[src/rtl/pe_wgt_loader_pkg.sv]
// Shared types and parameter helpers for the PE weight loader.
package pe_wgt_loader_pkg;

  typedef enum logic [1:0] {
    StIdle = 2'd0,
    StLoad = 2'd1,
    StDone = 2'd2
  } ld_state_e;

  // Number of distinct PE IDs addressable on the load bus.
  function automatic int unsigned max_pe_ids(input int unsigned id_width);
    return 32'd1 << id_width;
  endfunction

  function automatic int unsigned cnt_width(input int unsigned n);
    return (n > 1) ? $clog2(n) : 1;
  endfunction

endpackage

[src/rtl/pe_wgt_loader_ld_cnt.sv]
// Two-level wrap counter: slot index nested inside PE index.
module pe_ld_cnt
  import pe_wgt_loader_pkg::*;
#(
  parameter int unsigned NUM_PE     = 16,
  parameter int unsigned WGT_PER_PE = 2,
  localparam int unsigned PeW       = cnt_width(NUM_PE),
  localparam int unsigned SlotW     = cnt_width(WGT_PER_PE)
) (
  input  logic             clk,
  input  logic             rst,
  input  logic             clr,
  input  logic             en,
  output logic [PeW-1:0]   pe_cnt,
  output logic [SlotW-1:0] slot_cnt,
  output logic             slot_last,
  output logic             last
);

  localparam logic [PeW-1:0]   PeMax   = PeW'(NUM_PE - 1);
  localparam logic [SlotW-1:0] SlotMax = SlotW'(WGT_PER_PE - 1);

  logic pe_last;

  assign slot_last = (slot_cnt == SlotMax);
  assign pe_last   = (pe_cnt == PeMax);
  assign last      = slot_last && pe_last;

  always_ff @(posedge clk) begin
    if (!rst || clr) begin
      pe_cnt   <= '0;
      slot_cnt <= '0;
    end else if (en) begin
      if (slot_last) begin
        slot_cnt <= '0;
        pe_cnt   <= pe_last ? '0 : pe_cnt + 1'b1;
      end else begin
        slot_cnt <= slot_cnt + 1'b1;
      end
    end
  end

endmodule

[src/rtl/pe_wgt_loader.sv]
// Serialises a weight stream onto the PE load bus and gates pop requests
// once a complete weight set is resident in the chain.
module pe_wgt_loader
  import pe_wgt_loader_pkg::*;
#(
  parameter int unsigned ID_WIDTH      = 6,
  parameter int unsigned IN_DATA_WIDTH = 8,
  parameter int unsigned NUM_PE        = 16,
  parameter int unsigned WGT_PER_PE    = 2
) (
  input  logic                     clk,
  input  logic                     rst,
  input  logic                     i_start,
  input  logic                     s_wgt_vld,
  output logic                     s_wgt_rdy,
  input  logic [IN_DATA_WIDTH-1:0] s_wgt_data,
  output logic                     o_load_vld,
  output logic [ID_WIDTH-1:0]      o_load_id,
  output logic [IN_DATA_WIDTH-1:0] o_load_data,
  input  logic                     i_pop_req,
  output logic                     o_pop_vld,
  output logic                     o_busy,
  output logic                     o_done,
  output logic                     o_wgt_valid,
  output logic                     o_pop_drop
);

  localparam int unsigned PeW   = cnt_width(NUM_PE);
  localparam int unsigned SlotW = cnt_width(WGT_PER_PE);

  if (NUM_PE > max_pe_ids(ID_WIDTH)) begin : g_chk_num_pe
    $error("NUM_PE exceeds the ID range of the load bus");
  end
  if (WGT_PER_PE < 1) begin : g_chk_wgt
    $error("WGT_PER_PE must be at least 1");
  end

  ld_state_e        state_q;
  logic             xfer;
  logic             pop_ok;
  logic [PeW-1:0]   pe_cnt;
  logic [SlotW-1:0] slot_cnt;
  logic             slot_last;
  logic             cnt_last;

  assign s_wgt_rdy = (state_q == StLoad);
  assign o_busy    = (state_q == StLoad) || (state_q == StDone);
  assign xfer      = s_wgt_vld && s_wgt_rdy;
  // A start in the same cycle invalidates the resident set, so the pop loses.
  assign pop_ok    = i_pop_req && (state_q == StIdle) && o_wgt_valid && !i_start;

  pe_ld_cnt #(
    .NUM_PE     (NUM_PE),
    .WGT_PER_PE (WGT_PER_PE)
  ) u_cnt (
    .clk       (clk),
    .rst       (rst),
    .clr       (state_q != StLoad),
    .en        (xfer),
    .pe_cnt    (pe_cnt),
    .slot_cnt  (slot_cnt),
    .slot_last (slot_last),
    .last      (cnt_last)
  );

  always_ff @(posedge clk) begin
    if (!rst) begin
      state_q     <= StIdle;
      o_load_vld  <= 1'b0;
      o_load_id   <= '0;
      o_load_data <= '0;
      o_done      <= 1'b0;
      o_wgt_valid <= 1'b0;
      o_pop_vld   <= 1'b0;
      o_pop_drop  <= 1'b0;
    end else begin
      o_load_vld <= xfer;
      if (xfer) begin
        o_load_id   <= ID_WIDTH'(pe_cnt);
        o_load_data <= s_wgt_data;
      end
      o_done     <= 1'b0;
      o_pop_vld  <= pop_ok;
      o_pop_drop <= i_pop_req && !pop_ok;
      unique case (state_q)
        StIdle: begin
          if (i_start) begin
            state_q     <= StLoad;
            o_wgt_valid <= 1'b0;
          end
        end
        StLoad: begin
          if (xfer && cnt_last) begin
            state_q     <= StDone;
            o_done      <= 1'b1;
            o_wgt_valid <= 1'b1;
          end
        end
        StDone:  state_q <= StIdle;
        default: state_q <= StIdle;
      endcase
    end
  end

  logic unused_slot_last;
  assign unused_slot_last = slot_last;

endmodule

[config.mk]
export PLATFORM = sky130hd
export DESIGN_NAME = pe_wgt_loader
export DESIGN_NICKNAME = d
export VERILOG_FILES = /design/src/rtl/pe_wgt_loader_pkg.sv /design/src/rtl/pe_wgt_loader_ld_cnt.sv /design/src/rtl/pe_wgt_loader.sv
export SDC_FILE = /design/constraint.sdc
export NUM_CORES = 1
export LEC_CHECK = 0
export BUFFER_PORTS_ARGS = -buffer_cell sky130_fd_sc_hd__buf_2
export CAP_MARGIN = 5
export CORE_MARGIN = 2
export CORE_UTILIZATION = 30
export DETAILED_ROUTE_END_ITERATION = 10
export HOLD_SLACK_MARGIN = 0.02
export PLACE_DENSITY_LB_ADDON = 0.05
export SYNTH_ARGS = -nofsm -noshare
export SYNTH_HDL_FRONTEND = slang
export SYNTH_SLANG_ARGS = --single-unit
[constraint.sdc]
create_clock -name clk -period 1.6 [get_ports clk]
set_clock_uncertainty 0.05 [all_clocks]
set_input_delay 0.24 -clock clk [delete_from_list [all_inputs] [get_ports clk]]
set_output_delay 0.24 -clock clk [all_outputs]
set_load 0.05 [all_outputs]
==> Word-level counts from Yosys, hierarchy flattened <==
Cells that the tools add are included.
{ "word_totals": {"reg_bits": 24, "latch_bits": 0, "ram_bits": 0, "romBits": 0, "output_inout_bits": 21, "wordCells": 45, "mem_count": 0} }
{ "op_classes": {"add_sub_neg": 2, "mul": 0, "div": 0, "n_lt_le_gt_ge": 0, "eq_ne": 6, "n_shift": 0, "muxes": 9, "bitwise_logic": 0, "reduce_logical": 18} }
{ "op_table": {"columns": ["cell", "n"], "rows": [
  ["1-bit logical AND", 7],
  ["2-bit AND reduction", 3],
  ["4-bit by 1-bit adder with 4-bit output, second input constant", 1],
  ["4-bit == test, second input constant", 1],
  ["1-bit 2-to-1 mux", 4],
  ["2-bit 2-to-1 mux", 2],
  ["4-bit 2-to-1 mux", 1],
  ["2-bit by 1-bit != test with 1-bit output, second input constant", 2],
  ["2-bit one-hot mux with 2 select lines", 1],
  ["1-bit logical NOT", 3],
  ["3-bit AND reduction", 1],
  ["2-bit by 1-bit == test with 1-bit output, second input constant", 1],
  ["2-bit == test, second input constant", 1],
  ["2-bit logical NOT", 1],
  ["1-bit logical OR", 2],
  ["2-bit != test, second input constant", 1],
  ["1-bit one-hot mux with 2 select lines", 1],
  ["2-bit nonzero test", 1],
  ["1-bit adder, second input constant", 1]
]} }

==> Depth between registers and ports, before layout <==
Gate-level depths: netlist of the first run.
{ "logic_depth": {"word_depth": 6, "depth_mapped": 6, "mapped_depth_nobuf": 6} }

==> Modules after synthesis <==
Synthesis of the first run repeated with hierarchy kept, for this count alone.
{ "unflattened": {"hier_cells": 116, "hier_area_um2": 1014.7} }
{ "by_module_without_submodules": {"columns": ["mod", "instances", "cells_per_inst", "area_each_um2", "seq_area_each_um2"], "rows": [
  ["pe_wgt_loader", 1, 89, 778.2, 380.4],
  ["pe_ld_cnt", 1, 27, 236.5, 100.1]
]} }

==> Worst setup path after synthesis of the first run <==
No wires, ideal clock.
{ "synth_timing": {"path_type": "register to register", "start": "reg state_q[1]", "end": "reg o_load_data[1]", "arrival_ns": 1.582, "t_required_ns": 1.474, "setup_slack_ns": -0.108, "path_stages_with_launch": 7, "synth_period_minus_slack_ns": 1.708, "path_cell_list": "dfxtp_1 > inv_1 > ha_1 > and2_4 > buf_6 > nand2_1 > a21boi_0"} }
{ "synth_via": {"elab_chain_len": 2} }
{ "synth_lines": {"columns": ["element", "line_no", "rtl"], "rows": [
  ["from (decl)", "pe_wgt_loader.sv:38", "ld_state_e state_q;"],
  ["from (signal assigned)", "pe_wgt_loader.sv:68", "state_q <= StIdle;"],
  ["from (signal assigned)", "pe_wgt_loader.sv:88", "state_q <= StLoad;"],
  ["from (signal assigned)", "pe_wgt_loader.sv:94", "state_q <= StDone;"],
  ["2-bit by 1-bit == test with 1-bit output", "pe_wgt_loader.sv:46", "assign s_wgt_rdy = (state_q == StLoad);"],
  ["net s_wgt_rdy", "pe_wgt_loader.sv:15", "output logic s_wgt_rdy,"],
  ["1-bit logical AND", "pe_wgt_loader.sv:48", "assign xfer = s_wgt_vld && s_wgt_rdy;"],
  ["to (signal assigned)", "pe_wgt_loader.sv:80", "o_load_data <= s_wgt_data;"],
  ["to (decl)", "pe_wgt_loader.sv:19", "output logic [IN_DATA_WIDTH-1:0] o_load_data,"]
]} }
The timed path passes the listed nets, and every way through them passes these cells.
A chain may end at the register's enable or synchronous reset.

==> Worst setup path in the final report of the first run <==
{ "layout_timing": {"start": "reg state_q[0]", "end": "out o_busy"} }
{ "layout_via": {"elab_chain_len": 2, "word_cells_on_any_way": 3} }
{ "layout_lines": {"columns": ["element", "line_no", "rtl"], "rows": [
  ["2-bit by 1-bit == test with 1-bit output or 2-bit == test (tied branches)", "pe_wgt_loader.sv:47", "assign o_busy = (state_q == StLoad) || (state_q == StDone);"],
  ["1-bit logical OR *", "pe_wgt_loader.sv:47", null],
  ["to (decl)", "pe_wgt_loader.sv:22", "output logic o_busy,"]
]} }
Every way passes the cells marked *; elsewhere a longest branch is shown, timed or not.

==> run_results.csv, run 1 <==
group,metric,value,unit
clocking,h-tree-depth,1,
timing,fin_ws,82.7,ps
global_route,grt_pass1_wl,3.55,mm
global_route,grt.overflow.total,0,
power,comb_power_share,38.4,%
clocking,numCtsBuffers,3,
clocking,clock_sinks,24,
flow_run,cap_violations,0,
timing,final.min_clock_period,1520,ps
placed_design,gp_congestion,0.658,
synthesis,synth_async_sr_flop_share,0,%
global_route,grt_pass1_vias,813,
power,power.switching_fraction,40.4,%
power,p_per_area,1240,nW/µm²
power,p_clk_share,17.3,%
placed_design,place_inst,187,
min_path,hp-class,"primary input to flop",
floorplan,die_area,3910,µm²
floorplan,chipHeight,62.6,µm
clocking,cts_tree,"done",
placed_design,place_ws,142,ps
timing,max_freq,0.659,GHz
timing,worst_hold_slack,101,ps
placed_design,portBuffers,31,
clocking,cts_setup_buffers,0,
power,p_sw,623,µW
global_route,grt.total_usage,11.2,%
power,peakVddDrop,439,µV
floorplan,initial_utilization,31.1,%
critical_path,crit_chain,"inv_1 -> ha_1 -> buf_4",
critical_path,crit_path_end_kind,"primary output",
finish,drive_gt1_share,29.9,%
clocking,postCtsHoldBufs,0,
floorplan,rows,21,
floorplan,die_x,62.6,µm
floorplan,core_area,3310,µm²
critical_path,crit_type,"flop to primary output",
timing,fin_tns_setup,0,ps
critical_path,slowest_delay,380,ps
synthesis,synthFlopType,"dfxtp_1",
routing,vias,819,
routing,drtAntennaViolNets,0,
clocking,worstSkewPairLatency,310,ps
critical_path,crit_path_start_kind,"flop",
routing,wirelength,2.00,mm
synthesis,synth-edff-count,0,
floorplan,io_pins,34,
clocking,cts-resized-gates,1,
routing,via_per_inst,4.31,
critical_path,cp_data_arrival_time,1230,ps
power,seqPwrFrac,44.2,%
outcome,outcome,"finished, final reports clean",
critical_path,cp.required,1310,ps
clocking,cts.clk_slew.worst_paths,130,ps
routing,drt_iter0_drc,8,
timing,finalHoldViolations,0,
finish,diodes,0,
power,power.internal,920,µW
synthesis,synth.yosys.seq_area_share,46.7,%
synthesis,syn_area_per_cell,9.02,µm²
routing,drcViolationCount,0,
critical_path,slowest_stage,"dfxtp_2",
synthesis,synth-seq-cells,24,
routing,drtPass1Iterations,3,
synthesis,synth_cell_types,28,
critical_path,crit_fanout,4,
synthesis,synth_warnings,0,
clocking,cts_root_buf,"clkbuf_4",
timing,final_max_slew_viol_count,0,
global_route,grt_start_max_net_pins,21,
clocking,cts.path.max_buffers,2,
timing,rsz0062_at_grt,"no",
finish,instances_no_fill,190,
finish,syn_to_final_growth,21.0,%
synthesis,synth_area,1030,µm²
routing,routedWlPerCell,10.5,µm
power,fin_total_pwr,1540,µW
finish,fin_nets,164,
global_route,antenna_found_initial,0,
synthesis,synth_cells,114,
timing,post-route-period-util,94.8,%
power,power_leakage,0.000544,µW
timing,setup_violations,0,
==> Yosys cell counts (2+ instances only) <==
cell | count | area [µm²]
a21boi_0 | 8 | 60.1
a21boi_1 | 5 | 37.5
a21oi_1 | 2 | 10.0
buf_4 | 3 | 22.5
clkbuf_1 | 2 | 7.51
dfxtp_1 | 24 | 480
ha_1 | 5 | 62.6
inv_1 | 3 | 11.3
mux2i_1 | 2 | 20.0
nand2_1 | 35 | 131
nand3_1 | 3 | 15.0
nor2_1 | 5 | 18.8
xor2_1 | 2 | 17.5
==> routing by layer <==
layer,track usage (%),share of wire (%),vias to the layer above
met2,18.1,44,19
met4,4.17,1.7,0
met5,0,0,-
met1,14.4,49,365
met3,2.52,4.8,4
li1,-,-,431
==> kinds of logic after synthesis <==
kind of cell    Yosys count  synth area share (%)
compound gates           20                  15.3
other cells               1                 0.365
mux                       2                  1.95
buf+inv                  10                  5.60
xor+xnor                  3                  2.56
flops                    24                  46.7
fa+ha+maj                 5                  6.08
simple gates             49                  21.4
==> sequential cells by signal, indices dropped and copies added, names as in the netlist <==
name and cells:
o_load_data 8, o_load_id 4, u_cnt.pe_cnt 4, state_q 2, o_done 1, o_load_vld 1
o_pop_drop 1, o_pop_vld 1, o_wgt_valid 1, u_cnt.slot_cnt 1
==> power groups by stage <==
stage	logic, µW	clock network, µW	registers [µW]
5_1_grt	649	304	690
4_1_cts	599	276	681
3_3_place_gp	574	0	691
6_report	593	267	682
3_5_place_dp	585	0	695
2_1_floorplan	368	0	799
==> critical path, delay by kind of cell (launching register included) <==
family / cells / cell delay [ps]
flops: 1 / 380
fa+ha+maj: 1 / 280
buf+inv: 2 / 250
==> metrics by stage <==
stage | instance area (µm²) | utilization, %
3_3_place_gp | 1220 | 36.7
5_1_grt | 1240 | 37.6
3_5_place_dp | 1220 | 36.7
2_1_floorplan | 1030 | -
4_1_cts | 1240 | 37.5
6_report | 1240 | 37.6
==> final timing paths <==
check | cells after the start | endpoint | slack (ps) | startpoint
worst max-delay path | 3 | o_busy | 80 | state_q[0]
worst min-delay path | 3 | o_load_data[2] | 100 | s_wgt_data[2]
worst max register to register | 5 | o_wgt_valid | 140 | state_q[1]
worst min register to register | 2 | o_load_data[2] | 410 | o_load_data[2]
==> cells in the final DEF (no fill, tap or decap) <==
master,count
a21o_1,1
ha_2,1
clkbuf_4,3
inv_1,3
dfxtp_2,1
a21oi_1,2
nand2_1,35
a21boi_1,5
and3_4,1
buf_4,4
buf_2,29
nor2_1,5
a21boi_0,8
and3_1,1
nor3_1,1
nand3_1,3
a31oi_1,1
mux2i_1,2
and2_4,1
nor2b_1,1
xor2_1,2
conb_1,2
dfxtp_1,23
nand3_4,1
o221a_2,1
xnor2_1,1
a311oi_1,1
a21oi_4,1
ha_1,4
==> layout make-up <==
| class | count | area (µm²) |
|---|---|---|
| fill | 379 | 2070 |
| multi-input combinational | 81 | 497 |
| sequential | 24 | 482 |
| timing repair buffer | 33 | 175 |
| tap | 46 | 57.6 |
| clock buffer | 3 | 22.5 |
| inverter | 3 | 11.3 |
No activity file was read; power rests on OpenSTA's default activity.
==> run 2, diff against run 1 <==
- CORE_UTILIZATION: 30 -> 48
- REMOVE_ABC_BUFFERS: default -> 1
- SLEW_MARGIN: default -> 20
==> run_results.csv, run 2 (same netlist as run 1, synthesis figures left out) <==
group,metric,value,unit
timing,final_max_slew_viol_count,0,
finish,diodes,0,
placed_design,gp_congestion,0.796,
floorplan,io_pins,34,
flow_run,cap_violations,0,
placed_design,portBuffers,31,
critical_path,cp.required,1760,ps
power,p_per_area,1380,nW/µm²
placed_design,place_ws,36.2,ps
global_route,grt.total_usage,16.6,%
power,seqPwrFrac,40.0,%
routing,dr_wl_met3,127,µm
routing,vias,833,
critical_path,ff2ff_path_depth,5,
critical_path,crit_fanout,4,
global_route,grt_pass1_vias,787,
routing,routedWlPerCell,11.4,µm
clocking,worstSkewPairLatency,310,ps
power,peakVddDrop,1070,µV
routing,drcViolationCount,0,
power,comb_power_share,34.8,%
power,p_clk_share,25.2,%
finish,top_register,"o_load_data",
outcome,outcome,"finished, final reports clean",
placed_design,hpwl,1.39,mm
finish,drive_gt1_share,29.4,%
clocking,cts_setup_buffers,0,
critical_path,rrSetupSlack,80,ps
critical_path,r2r_end,"o_wgt_valid",
clocking,h-tree-depth,1,
floorplan,die_area,2530,µm²
power,p_sw,632,µW
finish,final_common_cell,"nand2_1",
routing,drtAntennaViolNets,0,
critical_path,rr_startpoint,"state_q[1]",
timing,finalHoldViolations,0,
clocking,numCtsBuffers,3,
timing,setup_violations,0,
floorplan,chipHeight,50.3,µm
routing,wl_met1,871,µm
power,power_leakage,0.000552,µW
critical_path,crit_path_start_kind,"flop",
critical_path,cp_data_arrival_time,1690,ps
routing,drtPass1Iterations,4,
floorplan,initial_utilization,51.9,%
global_route,grt_start_max_net_pins,22,
global_route,antenna_found_initial,0,
routing,wirelength,1.94,mm
finish,syn_to_final_growth,21.8,%
global_route,grt.overflow.total,0,
global_route,grt_pass1_wl,3.28,mm
routing,via_per_inst,4.90,
routing,wl_met2,938,µm
finish,largest_reg_flops,8,
critical_path,crit_type,"flop to flop",
timing,fin_tns_setup,0,ps
clocking,cts.path.max_buffers,2,
timing,max_freq,0.657,GHz
timing,post-route-period-util,95.1,%
critical_path,critPathLaunch,"state_q[1]",
critical_path,crit_path_end_kind,"flop",
min_path,hp-class,"primary input to flop",
routing,drt_iter0_drc,7,
critical_path,worstSetupEndpoint,"o_wgt_valid",
timing,rsz0062_at_grt,"no",
finish,fin_nets,162,
clocking,cts_tree,"done",
timing,final.min_clock_period,1520,ps
power,power.switching_fraction,36.5,%
clocking,clock_sinks,24,
timing,worst_hold_slack,99.7,ps
finish,largestRegisters,"o_load_data x8, o_load_id x4, u_cnt.pe_cnt x4",
floorplan,rows,16,
floorplan,die_x,50.3,µm
clocking,cts_root_buf,"clkbuf_4",
floorplan,core_area,1980,µm²
routing,highest_layer,"met3",
power,power.internal,1100,µW
finish,mostFrequentLayoutCells,"nand2_1 (35), buf_2 (29), dfxtp_1 (23)",
clocking,cts.clk_slew.worst_paths,130,ps
timing,fin_ws,77.6,ps
==> run 2: per-stage QoR <==
stage               util (%)  total power, µW  cells  cell area, µm²
global placement        59.3             1240    166            1170
finish                  63.2             1730    170            1250
global route            63.2             1830    170            1250
CTS                     62.3             1710    170            1230
floorplan                  -             1130    108             986
detailed placement      59.3             1250    166            1170
==> run 2: layout make-up <==
cell class | count | area [µm²]
tap | 27 | 33.8
clock buffer | 3 | 22.5
inverter | 3 | 11.3
timing repair buffer | 31 | 164
sequential | 24 | 484
multi-input combinational | 81 | 507
fill | 186 | 729
clock inverter | 1 | 30.0
==> run 2: layer usage <==
metal | vias up | global-route usage, %
li1 | 427 | -
met1 | 376 | 19.5
met2 | 30 | 29.2
met3 | 0 | 4.17
met4 | 0 | 5.86
met5 | - | 0
==> run 2: how the worst min path moves through the flow <==
stage | from | end | slack, ps | cells after the start
after floorplan | s_wgt_data[2] | o_load_data[2] | 320 | 2
after global placement | o_load_id[3] | o_load_id[3] | 390 | 2
after detailed placement | o_load_id[3] | o_load_id[3] | 400 | 2
after CTS | s_wgt_data[2] | o_load_data[2] | 100 | 3
after global routing | s_wgt_data[2] | o_load_data[2] | 90 | 3
final | s_wgt_data[2] | o_load_data[2] | 100 | 3
==> run 2: critical path, cell delays in order, from the launching register on <==
cell and delay [ps]:
dfxtp_1 330, inv_1 150, ha_1 190, nor2b_1 350
nor2_1 90, o221a_2 270
==> run 2: power groups by stage <==
stage | sequential, µW | clock (µW) | combinational, µW
finish | 692 | 436 | 603
floorplan | 798 | 0 | 336
global placement | 693 | 0 | 545
CTS | 683 | 445 | 580
detailed placement | 697 | 0 | 554
global route | 700 | 473 | 661
==> run 2: timing repair <==
action,CTS,global route
hold buffers,0,0
endpoints found under the setup margin,2,3
gates resized for setup,3,4
endpoints found under the hold margin,0,0
